[config.mk]
export PLATFORM = sky130hd
export DESIGN_NAME = dmem_arbiter
export DESIGN_NICKNAME = d
export VERILOG_FILES = /design/src/rtl/dmem_arbiter.sv
export SDC_FILE = /design/constraint.sdc
export NUM_CORES = 1
export LEC_CHECK = 0
export BUFFER_PORTS_ARGS = -buffer_cell sky130_fd_sc_hd__buf_2
export CELL_PAD_IN_SITES_DETAIL_PLACEMENT = 0
export CELL_PAD_IN_SITES_GLOBAL_PLACEMENT = 2
export CORE_UTILIZATION = 28
export CTS_BUF_LIST = sky130_fd_sc_hd__clkbuf_16
export CTS_CLUSTER_DIAMETER = 120
export DETAILED_ROUTE_END_ITERATION = 8
export PLACE_DENSITY_LB_ADDON = 0.1
export SLEW_MARGIN = 40
export SYNTH_ARGS = -nofsm -noshare
export SYNTH_HDL_FRONTEND = slang
export SYNTH_SLANG_ARGS = --single-unit
[constraint.sdc]
create_clock -name clk -period 2.3 [get_ports clk]
set_input_delay 0.46 -clock clk [delete_from_list [all_inputs] [get_ports clk]]
set_output_delay 0.46 -clock clk [all_outputs]
set_load 0.02 [all_outputs]
[src/rtl/dmem_arbiter.sv]
// Two-port arbiter and sequencer sharing one registered-read data memory port.
// Port 0 has priority; port 1 wins a contested cycle after MAX_WAIT consecutive losses.
module dmem_arbiter #(
   parameter int unsigned MAX_WAIT = 3
) (
   input  logic        clk,
   input  logic        rst_n,
   input  logic        req0,
   input  logic        req1,
   input  logic [3:0]  cmd0,
   input  logic [3:0]  cmd1,
   input  logic [31:0] addr0,
   input  logic [31:0] addr1,
   input  logic [31:0] wdata0,
   input  logic [31:0] wdata1,
   output logic        gnt0,
   output logic        gnt1,
   output logic        done0,
   output logic        done1,
   output logic [31:0] rdata0,
   output logic [31:0] rdata1,
   output logic        busy,
   output logic [3:0]  mem_en,
   output logic [31:0] mem_addr,
   output logic [31:0] mem_wdata,
   input  logic [31:0] mem_rdata
);
   localparam logic [3:0] WAIT_MAX = 4'(MAX_WAIT);

   typedef enum logic [1:0] { IDLE, ACCESS, RDATA } state_t;

   state_t      state_q, state_d;
   logic [3:0]  wait_cnt, wait_d;
   logic        win_q, win_d;
   logic        short_q;
   logic        grant, pick1;
   logic [3:0]  sel_cmd;
   logic [31:0] sel_addr, sel_wdata;
   logic        gnt0_d, gnt1_d, done0_d, done1_d, cap0, cap1;

   always_comb begin
      state_d   = state_q;
      wait_d    = wait_cnt;
      win_d     = win_q;
      grant     = 1'b0;
      gnt0_d    = 1'b0;
      gnt1_d    = 1'b0;
      done0_d   = 1'b0;
      done1_d   = 1'b0;
      cap0      = 1'b0;
      cap1      = 1'b0;
      pick1     = req1 && (!req0 || (wait_cnt == WAIT_MAX));
      sel_cmd   = pick1 ? cmd1   : cmd0;
      sel_addr  = pick1 ? addr1  : addr0;
      sel_wdata = pick1 ? wdata1 : wdata0;
      case (state_q)
         IDLE: begin
            if (req0 || req1) begin
               grant   = 1'b1;
               state_d = ACCESS;
               win_d   = pick1;
               gnt0_d  = !pick1;
               gnt1_d  = pick1;
               if (pick1)
                  wait_d = '0;
               else if (req1 && (wait_cnt < WAIT_MAX))
                  wait_d = wait_cnt + 4'd1;
            end
         end
         ACCESS: begin
            // Stores and no-ops finish here; loads wait for the memory output register.
            if (short_q) begin
               state_d = IDLE;
               done0_d = !win_q;
               done1_d = win_q;
            end else begin
               state_d = RDATA;
            end
         end
         RDATA: begin
            state_d = IDLE;
            done0_d = !win_q;
            done1_d = win_q;
            cap0    = !win_q;
            cap1    = win_q;
         end
         default: state_d = IDLE;
      endcase
   end

   always_ff @(posedge clk or negedge rst_n) begin
      if (!rst_n) begin
         state_q  <= IDLE;
         wait_cnt <= '0;
         win_q    <= 1'b0;
         short_q  <= 1'b0;
      end else begin
         state_q  <= state_d;
         wait_cnt <= wait_d;
         win_q    <= win_d;
         if (grant)
            short_q <= sel_cmd[2] || (sel_cmd[1:0] == 2'b00);
      end
   end

   always_ff @(posedge clk or negedge rst_n) begin
      if (!rst_n) begin
         gnt0      <= 1'b0;
         gnt1      <= 1'b0;
         done0     <= 1'b0;
         done1     <= 1'b0;
         busy      <= 1'b0;
         mem_en    <= '0;
         mem_addr  <= '0;
         mem_wdata <= '0;
         rdata0    <= '0;
         rdata1    <= '0;
      end else begin
         gnt0   <= gnt0_d;
         gnt1   <= gnt1_d;
         done0  <= done0_d;
         done1  <= done1_d;
         busy   <= (state_d != IDLE);
         // A size-00 command is granted but never enables the memory.
         mem_en <= (grant && (sel_cmd[1:0] != 2'b00)) ? sel_cmd : 4'b0000;
         if (grant) begin
            mem_addr  <= sel_addr;
            mem_wdata <= sel_wdata;
         end
         if (cap0)
            rdata0 <= mem_rdata;
         if (cap1)
            rdata1 <= mem_rdata;
      end
   end
endmodule
==> results.cfg, run 1 <==
[outcome]
outcome = complete, no violations

[grt]
grt_pass1_wl_um = 27190
antenna_found_initial = 3
grt_max_degree = 70
grt_pass1_vias = 4876
grt_use_total = 0.1620
grt_overflow = 0

[final_layout]
final_core_util = 0.4002
final_common_cell = buf_2
area_growth_pct = 39.79
drive_gt1_frac = 0.5603
fillers = 2079
regArea_um2 = 3628
final_nets = 910
multiInputGateArea_um2 = 2177
layout_common_cells = buf_2 (307), dfrtp_1 (145), mux2_2 (64)

[power]
power_density_nw_per_um2 = 1518
p_leak_nw = 4.172
vdd_drop_max_mv = 0.4703
total_power_mw = 12.81

[timing]
hold_violations = 0
relSlewSlack = 0.6949
hold_ws_ns = 0.2603
tightest_slew_ns = 0.4576
rsz0062_at_grt = false
slew_viol_final = 0
fmax_ghz = 0.5253
fin_setup_tns_ns = 0
setup_ws_ns = 0.3962
min_period_over_period = 0.8277
fin_worst_skew_ns = 0.01445
fin_crit_ns = 1.904
finalSetupViolCount = 0

[cts]
cts_buffers = 17
clk_pin_slew_ns = 0.06
cts_setup_buffers = 0
clk_path_buf_depth = 2
insertion_delay_ns = 0.42
clock-sinks = 145
htreeDepth = 4
cts_root_buffer = clkbuf_16
cts_tree = yes

[routing]
drt_iter0_markers = 190
num_vias = 4702
wl_per_cell_um = 17.30
ant_nets = 0
routed_wl_um = 17730
avgViaCountPerCell = 4.587
drc = 0
drt-pass1-iter-count = 4

[synth]
syn_area_um2 = 6037
yosys.area.top_type_share = 0.6010
syn_inst = 427
yosys.cell_types.count = 40
syn_nets = 603
synth_warnings = 0
yosysSeqAreaShare = 0.6010
synth_top_area_cell = dfrtp_1
ys_top_cells_by_area = dfrtp_1 (60%), mux2_2 (12%), a221o_1 (10%), and2_1 (6.4%), buf_6 (2.6%)
syn_avg_cell_area_um2 = 14.14
ys_ff_latch = 145

[worst_setup_path]
critPathMaxFanout = 23
cp-start-kind = flip-flop
rr_endpoint = mem_addr[19]
rrSetupSlack_ns = 0.40
r2r-start = state_q[0]
reg2regPathDepth = 6
critPathLaunch = state_q[0]
critPathArrivalTime_ns = 2.20
critical_path.endpoint_type = flip-flop
crit_required_ns = 2.60
criticalPathCategory = flip-flop to flip-flop
endpoint = mem_addr[19]

[floorplan]
floorplan.initialDensity = 0.2863
dieArea_um2 = 22150
die_w_um = 148.8
io_pins = 309
num_rows = 53
die_h_um = 148.8
fp.coreArea_um2 = 21090

[placed_design]
port_buffers = 308
place_congestion = 0.7625
dp_hpwl_um = 12730
dp_slack_ns = 0.3710

[min_path]
hold_class = primary input to flip-flop

[run]
cap_violations = 0
## metal layers
metal / vias up / GRT usage / part of all wire
met5: - / 0 / 0
met2: 214 / 0.2530 / 0.47
met4: 0 / 0.05969 / 0.018
li1: 2213 / - / -
met3: 20 / 0.05872 / 0.091
met1: 2255 / 0.2048 / 0.42
## layout make-up
| cell class | count | share of cell area |
|---|---|---|
| Tap cell | 275 | 0.04077 |
| Antenna cell | 4 | 0.001186 |
| Clock buffer | 17 | 0.05041 |
| Multi-Input combinational cell | 249 | 0.2580 |
| Sequential cell | 145 | 0.4299 |
| Clock inverter | 14 | 0.01690 |
| Timing Repair Buffer | 318 | 0.2015 |
| Inverter | 3 | 0.001334 |
## cell families (layout without fill, tap and decap cells)
group	count (synthesis)	count (layout)	synth area share
compound gates	86	86	0.1299
other cells	0	4	0
buf+inv	33	352	0.04000
simple gates	93	93	0.09762
flops	145	145	0.6010
fa+ha+maj	4	4	0.008290
mux	66	66	0.1231
## power breakdown
| part | internal (mW) | total [mW] | switching [mW] |
|---|---|---|---|
| Combinational | 2.44 | 5.75 | 3.31 |
| Clock | 1.59 | 2.70 | 1.11 |
| Sequential | 3.79 | 4.36 | 0.571 |
## through the flow
| step | instances | cell area, um^2 |
|---|---|---|
| detailed placement | 989 | 7851 |
| global route | 1023 | 8434 |
| global placement | 989 | 7851 |
| finish | 1025 | 8439 |
| floorplan | 427 | 6037 |
| CTS | 1021 | 8429 |
## registers in the layout (all words and copies together) (netlist names)
register   count
mem_wdata     32
win_q          1
busy           1
short_q        1
done0          1
done1          1
state_q        2
mem_en         4
gnt0           1
mem_addr      32
wait_cnt       4
rdata1        32
rdata0        32
gnt1           1
## timing repair
item / CTS / global route
hold buffers: 1 / 0
hold endpoints to repair: 36 / 0
gates resized for setup: 0 / 0
## worst min-delay path by stage
stage | cells past startpoint | endpoint | slack, ns | start
after floorplan | 0 | busy | 0.16 | rst_n
after global placement | 1 | rdata0[22] | 0.39 | rst_n
after detailed placement | 1 | rdata1[22] | 0.39 | rst_n
after CTS | 2 | mem_en[3] | 0.25 | cmd0[3]
after global routing | 2 | mem_en[3] | 0.25 | cmd0[3]
final | 2 | mem_en[3] | 0.26 | cmd0[3]
## synth_stat cells (all sizes together)
master / n
dfrtp: 145
mux2: 66
and2: 63
a221o: 62
buf: 24
clkbuf: 6
nor2: 6
o21ai: 6
nand2: 5
a21oi: 4
ha: 4
nand2b: 4
nand3: 4
inv: 3
a21boi: 2
a31oi: 2
a32o: 2
nor2b: 2
nor3b: 2
nor4: 2
o21a: 2
a211oi: 1
a21o: 1
and3: 1
and3b: 1
and4bb: 1
nand4bb: 1
nor3: 1
o21bai: 1
o31a: 1
o31ai: 1
o41ai: 1
## critical path: stages (launching register included)
cell and delay (ns):
dfrtp_1 0.39, inv_1 0.08, ha_1 0.31, and2_4 0.21
o21a_2 0.18, buf_4 0.24, a221o_1 0.37
No activity file was read; power rests on OpenSTA's default activity.
==> run 2: changes to the inputs <==
ABC_AREA = 1   (was default)
CORE_UTILIZATION = 22   (was 28)
clock period = 1.7 ns   (was 2.3 ns; I/O delays follow)
==> results.cfg, run 2 <==
[timing]
hold_violations = 0
slew_viol_final = 0
tightest_slew_ns = 0.3552
finalSetupViolCount = 0
fin_worst_skew_ns = 0.01402
min_period_over_period = 0.9151
hold_ws_ns = 0.1193
fin_crit_ns = 1.556
fmax_ghz = 0.6428
relSlewSlack = 0.7632
rsz0062_at_grt = false
fin_setup_tns_ns = 0

[synth]
syn_avg_cell_area_um2 = 8.865
yosys.cell_types.count = 22
synth_edf_count = 0
syn_inst = 660
ys_top_cells_by_area = dfrtp_1 (62%), nand2_1 (17%), o21ai_0 (6.1%), nand3_1 (5.5%), inv_1 (3.0%)
ys_top_cells_by_count = nand2_1 (270), dfrtp_1 (145), o21ai_0 (71)
syn_nets = 836
synth.most_common_cell = nand2_1
syn_area_um2 = 5851
yosys.area.top_type_share = 0.6202
synth_warnings = 0
synth_ff_type = dfrtp_1
synth_top_area_cell = dfrtp_1
synthArstFlopShare = 1.000
ys_ff_latch = 145
yosysSeqAreaShare = 0.6202

[routing]
drt_iter0_markers = 236
num_vias = 5422
avgViaCountPerCell = 4.074
ant_nets = 0
drt-pass1-iter-count = 4
routed_wl_um = 20340
wl_per_cell_um = 15.28
drc = 0

[cts]
htreeDepth = 4
cts_buffers = 17
cts_tree = yes
clk_pin_slew_ns = 0.07
clock-sinks = 145
post_cts_resize_count = 0
cts_root_buffer = clkbuf_16
insertion_delay_ns = 0.42
clk_path_buf_depth = 2

[worst_setup_path]
crit_chain = ha_1 > inv_1 > a21oi_2 > nand2_4 > nor2_4 > buf_12 > clkbuf_16 > nand2_1 > nand3_1
cpMaxStageDelayCell = dfrtp_1
crit_required_ns = 2.05
cp-start-kind = flip-flop
critPathArrivalTime_ns = 1.91
critPathTopFamily = simple AND/OR/NAND/NOR gates
cp_num_buf_inv = 3
criticalPathCategory = flip-flop to flip-flop
rrSetupSlack_ns = 0.14
critical_path.endpoint_type = flip-flop
max_stage_delay_ns = 0.36
critPathMaxFanout = 20

[final_layout]
area_growth_pct = 47.88
final_nets = 1157
layout_common_cells = buf_2 (307), nand2_1 (268), dfrtp_1 (145)
final_core_util = 0.3320
final_common_cell = buf_2
drive_gt1_frac = 0.3766
fillers = 2847
instances_no_fill = 1331

[grt]
grt_use_total = 0.1461
grt_max_degree = 68
grt_pass1_wl_um = 30090
grt_pass1_vias = 5205
grt_overflow = 0
antenna_found_initial = 5

[floorplan]
floorplan.initialDensity = 0.2245
num_rows = 59
fp.coreArea_um2 = 26060
dieArea_um2 = 27250
die_w_um = 165.1
io_pins = 309
die_h_um = 165.1

[power]
p_leak_nw = 4.717
vdd_drop_max_mv = 0.7350
power_density_nw_per_um2 = 2064
total_power_mw = 17.86

[placed_design]
place_congestion = 0.6926
dp_hpwl_um = 14350
placed_cells = 1289
port_buffers = 308

[min_path]
hold_class = primary input to flip-flop

[outcome]
outcome = complete, no violations

[run]
cap_violations = 0
## run 2: cell type report
type | count | area [um^2] | share of cell area
tap | 335 | 419.2 | 0.04845
inverter | 49 | 183.9 | 0.02126
antenna | 3 | 7.507 | 0.0008677
timing repair buffer | 333 | 1906 | 0.2202
clock inverter | 14 | 177.7 | 0.02054
multi-input combinational | 435 | 1904 | 0.2201
clock buffer | 17 | 425.4 | 0.04917
sequential | 145 | 3628 | 0.4194
## run 2: worst register-to-register path, delay by kind of cell (launching register included)
| kind | cells | cell delay [ns] |
|---|---|---|
| compound gates | 1 | 0.18 |
| fa+ha+maj | 1 | 0.16 |
| buf+inv | 3 | 0.37 |
| flops | 1 | 0.36 |
| simple gates | 4 | 0.43 |
## run 2: final timing paths
kind                              from            end  cells past startpoint
min reg2reg                 rdata0[29]     rdata0[29]                      2
min                         wdata0[20]  mem_wdata[20]                      3
max reg2reg                wait_cnt[0]  mem_wdata[17]                      9
max in group asynchronous        rst_n   mem_addr[19]                      3
max                        wait_cnt[0]  mem_wdata[17]                      9
min in group asynchronous        rst_n     rdata1[25]                      2
## run 2: through the flow
| step | worst slack (ns) | instance area [um^2] |
|---|---|---|
| 6_report | 0.1444 | 8652 |
| 5_1_grt | 0.01200 | 8650 |
| 4_1_cts | 0.05333 | 8549 |
| 3_5_place_dp | 0.07620 | 7936 |
| 3_3_place_gp | 0.06397 | 7936 |
| 2_1_floorplan | 0.2198 | 5851 |
## run 2: what timing repair did
| item | in CTS | in global routing |
|---|---|---|
| buffers inserted | 0 | 6 |
| endpoints found under the hold margin | 26 | 0 |
| setup endpoints to repair | 0 | 42 |
| hold buffers | 1 | 0 |
## run 2: cell families after synthesis
logic type               synth area share
buffers and inverters             0.05518
AO/OA/AOI/OAI                     0.06886
flip-flops                         0.6202
AND/OR/NAND/NOR                    0.2472
adder cells (fa/ha/maj)          0.008555
## run 2: layer usage
| metal | up-vias | track usage | part of all wire |
|---|---|---|---|
| li1 | 2725 | - | - |
| met1 | 2483 | 0.1871 | 0.44 |
| met2 | 195 | 0.2254 | 0.46 |
| met3 | 15 | 0.05819 | 0.088 |
| met4 | 4 | 0.04254 | 0.0078 |
| met5 | - | 0 | 0.0017 |
## run 2: power by group
group	internal, mW	switching [mW]	total [mW]	leakage (nW)
combinational	2.76	5.22	7.98	2.64
sequential	5.13	0.789	5.92	1.78
clock	2.33	1.63	3.96	0.292
total	10.2	7.63	17.9	4.72
==> run 3: changes to the inputs <==
SETUP_SLACK_MARGIN = 0.4   (was default)
==> results.cfg, run 3 (same netlist as run 2, synthesis figures left out) <==
[routing]
drc = 0
wl_met1_um = 10760
met3_length_um = 1615
routed_wl_um = 25640
drt-pass1-iter-count = 4
wl_per_cell_um = 17.57
num_vias = 6218
ant_nets = 0
wl_met2_um = 13060
drt_iter0_markers = 206
avgViaCountPerCell = 4.262
top_layer = met4

[floorplan]
floorplan.initialDensity = 0.2245
io_pins = 309
num_rows = 59
die_h_um = 165.1
fp.coreArea_um2 = 26060
die_w_um = 165.1
dieArea_um2 = 27250

[cts]
clk_path_buf_depth = 2
insertion_delay_ns = 0.42
cts_buffers = 17
htreeDepth = 4
cts_root_buffer = clkbuf_16
clk_pin_slew_ns = 0.07
cts_tree = yes
clock-sinks = 145

[timing]
fin_crit_ns = 1.544
hold_violations = 0
fmax_ghz = 0.6475
tightest_slew_ns = 0.3552
min_period_over_period = 0.9085
slew_viol_final = 0
rsz0062_at_grt = true
finalSetupViolCount = 0
fin_worst_skew_ns = 0.01432
fin_setup_tns_ns = 0
relSlewSlack = 0.7632

[placed_design]
place_congestion = 0.7099
port_buffers = 308
dp_hpwl_um = 13740

[grt]
grt_pass1_vias = 5843
grt_max_degree = 46
grt_pass1_wl_um = 32700
antenna_found_initial = 4
grt_overflow = 0
grt_use_total = 0.1612

[final_layout]
fillers = 2565
regArea_um2 = 3628
final_nets = 1283
drive_gt1_frac = 0.6134
final_common_cell = buf_2
multiInputGateArea_um2 = 2776
area_growth_pct = 104.0
layout_common_cells = buf_2 (170), nand2_1 (161), buf_6 (148)

[worst_setup_path]
criticalPathCategory = flip-flop to flip-flop
critPathMaxFanout = 6
crit_required_ns = 2.06
reg2regPathDepth = 10
rrSetupSlack_ns = 0.16
critPathArrivalTime_ns = 1.90
r2r-start = wait_cnt[0]
cp-start-kind = flip-flop
rr_endpoint = mem_wdata[20]
critical_path.endpoint_type = flip-flop

[outcome]
outcome = complete, no violations

[power]
vdd_drop_max_mv = 0.8814
p_leak_nw = 6.199
total_power_mw = 25.25
power_density_nw_per_um2 = 2116

[min_path]
whs_path_depth = 3
hold_path_end = mem_wdata[14]
hp-start = wdata0[14]
hold_class = primary input to flip-flop

[run]
cap_violations = 0
-- run 3: cell count changes in the layout (fill, tap and decap cells not counted), sizes merged, moves of 2 or more --
| cell | before | now |
|---|---|---|
| clkinv | 4 | 1 |
| clkinvlp | 1 | 4 |
| clkbuf | 18 | 34 |
| inv | 55 | 58 |
| buf | 331 | 439 |
| bufinv | 3 | 1 |
-- run 3: worst max-delay path, cell delays in order (launching register included) --
cell,delay [ns]
dfrtp_1,0.39
ha_2,0.19
inv_2,0.06
a21oi_4,0.06
nand2_4,0.11
inv_4,0.05
nor2_4,0.15
buf_8,0.17
clkbuf_16,0.18
nand2_2,0.06
nand3_2,0.04
-- run 3: layout make-up --
class	count	share of cell area
clock buffers	17	0.03565
clock inverters	15	0.01353
multi-input cells	436	0.2327
inverters	49	0.01657
repair buffers	458	0.3615
flip-flops and latches	145	0.3041
diodes	4	0.0008388
well taps	335	0.03513
-- run 3: how the worst max path moves through the flow --
stage	endpoint	depth (start not counted)	slack, ns	from
after CTS	mem_addr[29]	10	0.17	wait_cnt[0]
after detailed placement	mem_wdata[11]	8	0.05	wait_cnt[0]
after global placement	mem_wdata[19]	8	0.06	wait_cnt[0]
after global routing	mem_wdata[0]	10	0.1	wait_cnt[0]
final	mem_wdata[20]	10	0.16	wait_cnt[0]
after floorplan	mem_addr[0]	9	0.31	state_q[1]
-- run 3: timing repair --
action / 4_1_cts / 5_1_grt
pin swaps: 7 / 13
hold buffers: 1 / 0
resized for setup: 312 / 313
gates cloned: 9 / 23
setup buffers: 50 / 54
hold endpoints to repair: 28 / 0
setup endpoints to repair: 236 / 273
-- run 3: stage by stage --
stage | util | setup WS, ns | hold WS [ns] | area [um^2] | std cells
global route | 0.4578 | 0.09918 | 0.09939 | 11930 | 1458
detailed placement | 0.3029 | 0.05012 | 0.2617 | 7894 | 1286
finish | 0.4579 | 0.1556 | 0.1151 | 11930 | 1459
global placement | 0.3029 | 0.05933 | 0.2675 | 7894 | 1286
CTS | 0.3875 | 0.1667 | 0.09062 | 10100 | 1378
floorplan | - | 0.3087 | 0.04441 | 5896 | 660
-- run 3: where the power goes --
part | internal, mW | total, mW | switching (mW)
Clock | 2.09 | 3.84 | 1.74
Combinational | 7.90 | 15.0 | 7.10
Sequential | 5.15 | 6.42 | 1.27
-- run 3: layer usage --
metal,GRT usage,up-vias
li1,-,3008
met1,0.1877,3028
met2,0.2834,171
met3,0.04620,11
met4,0.05088,0
met5,0,-
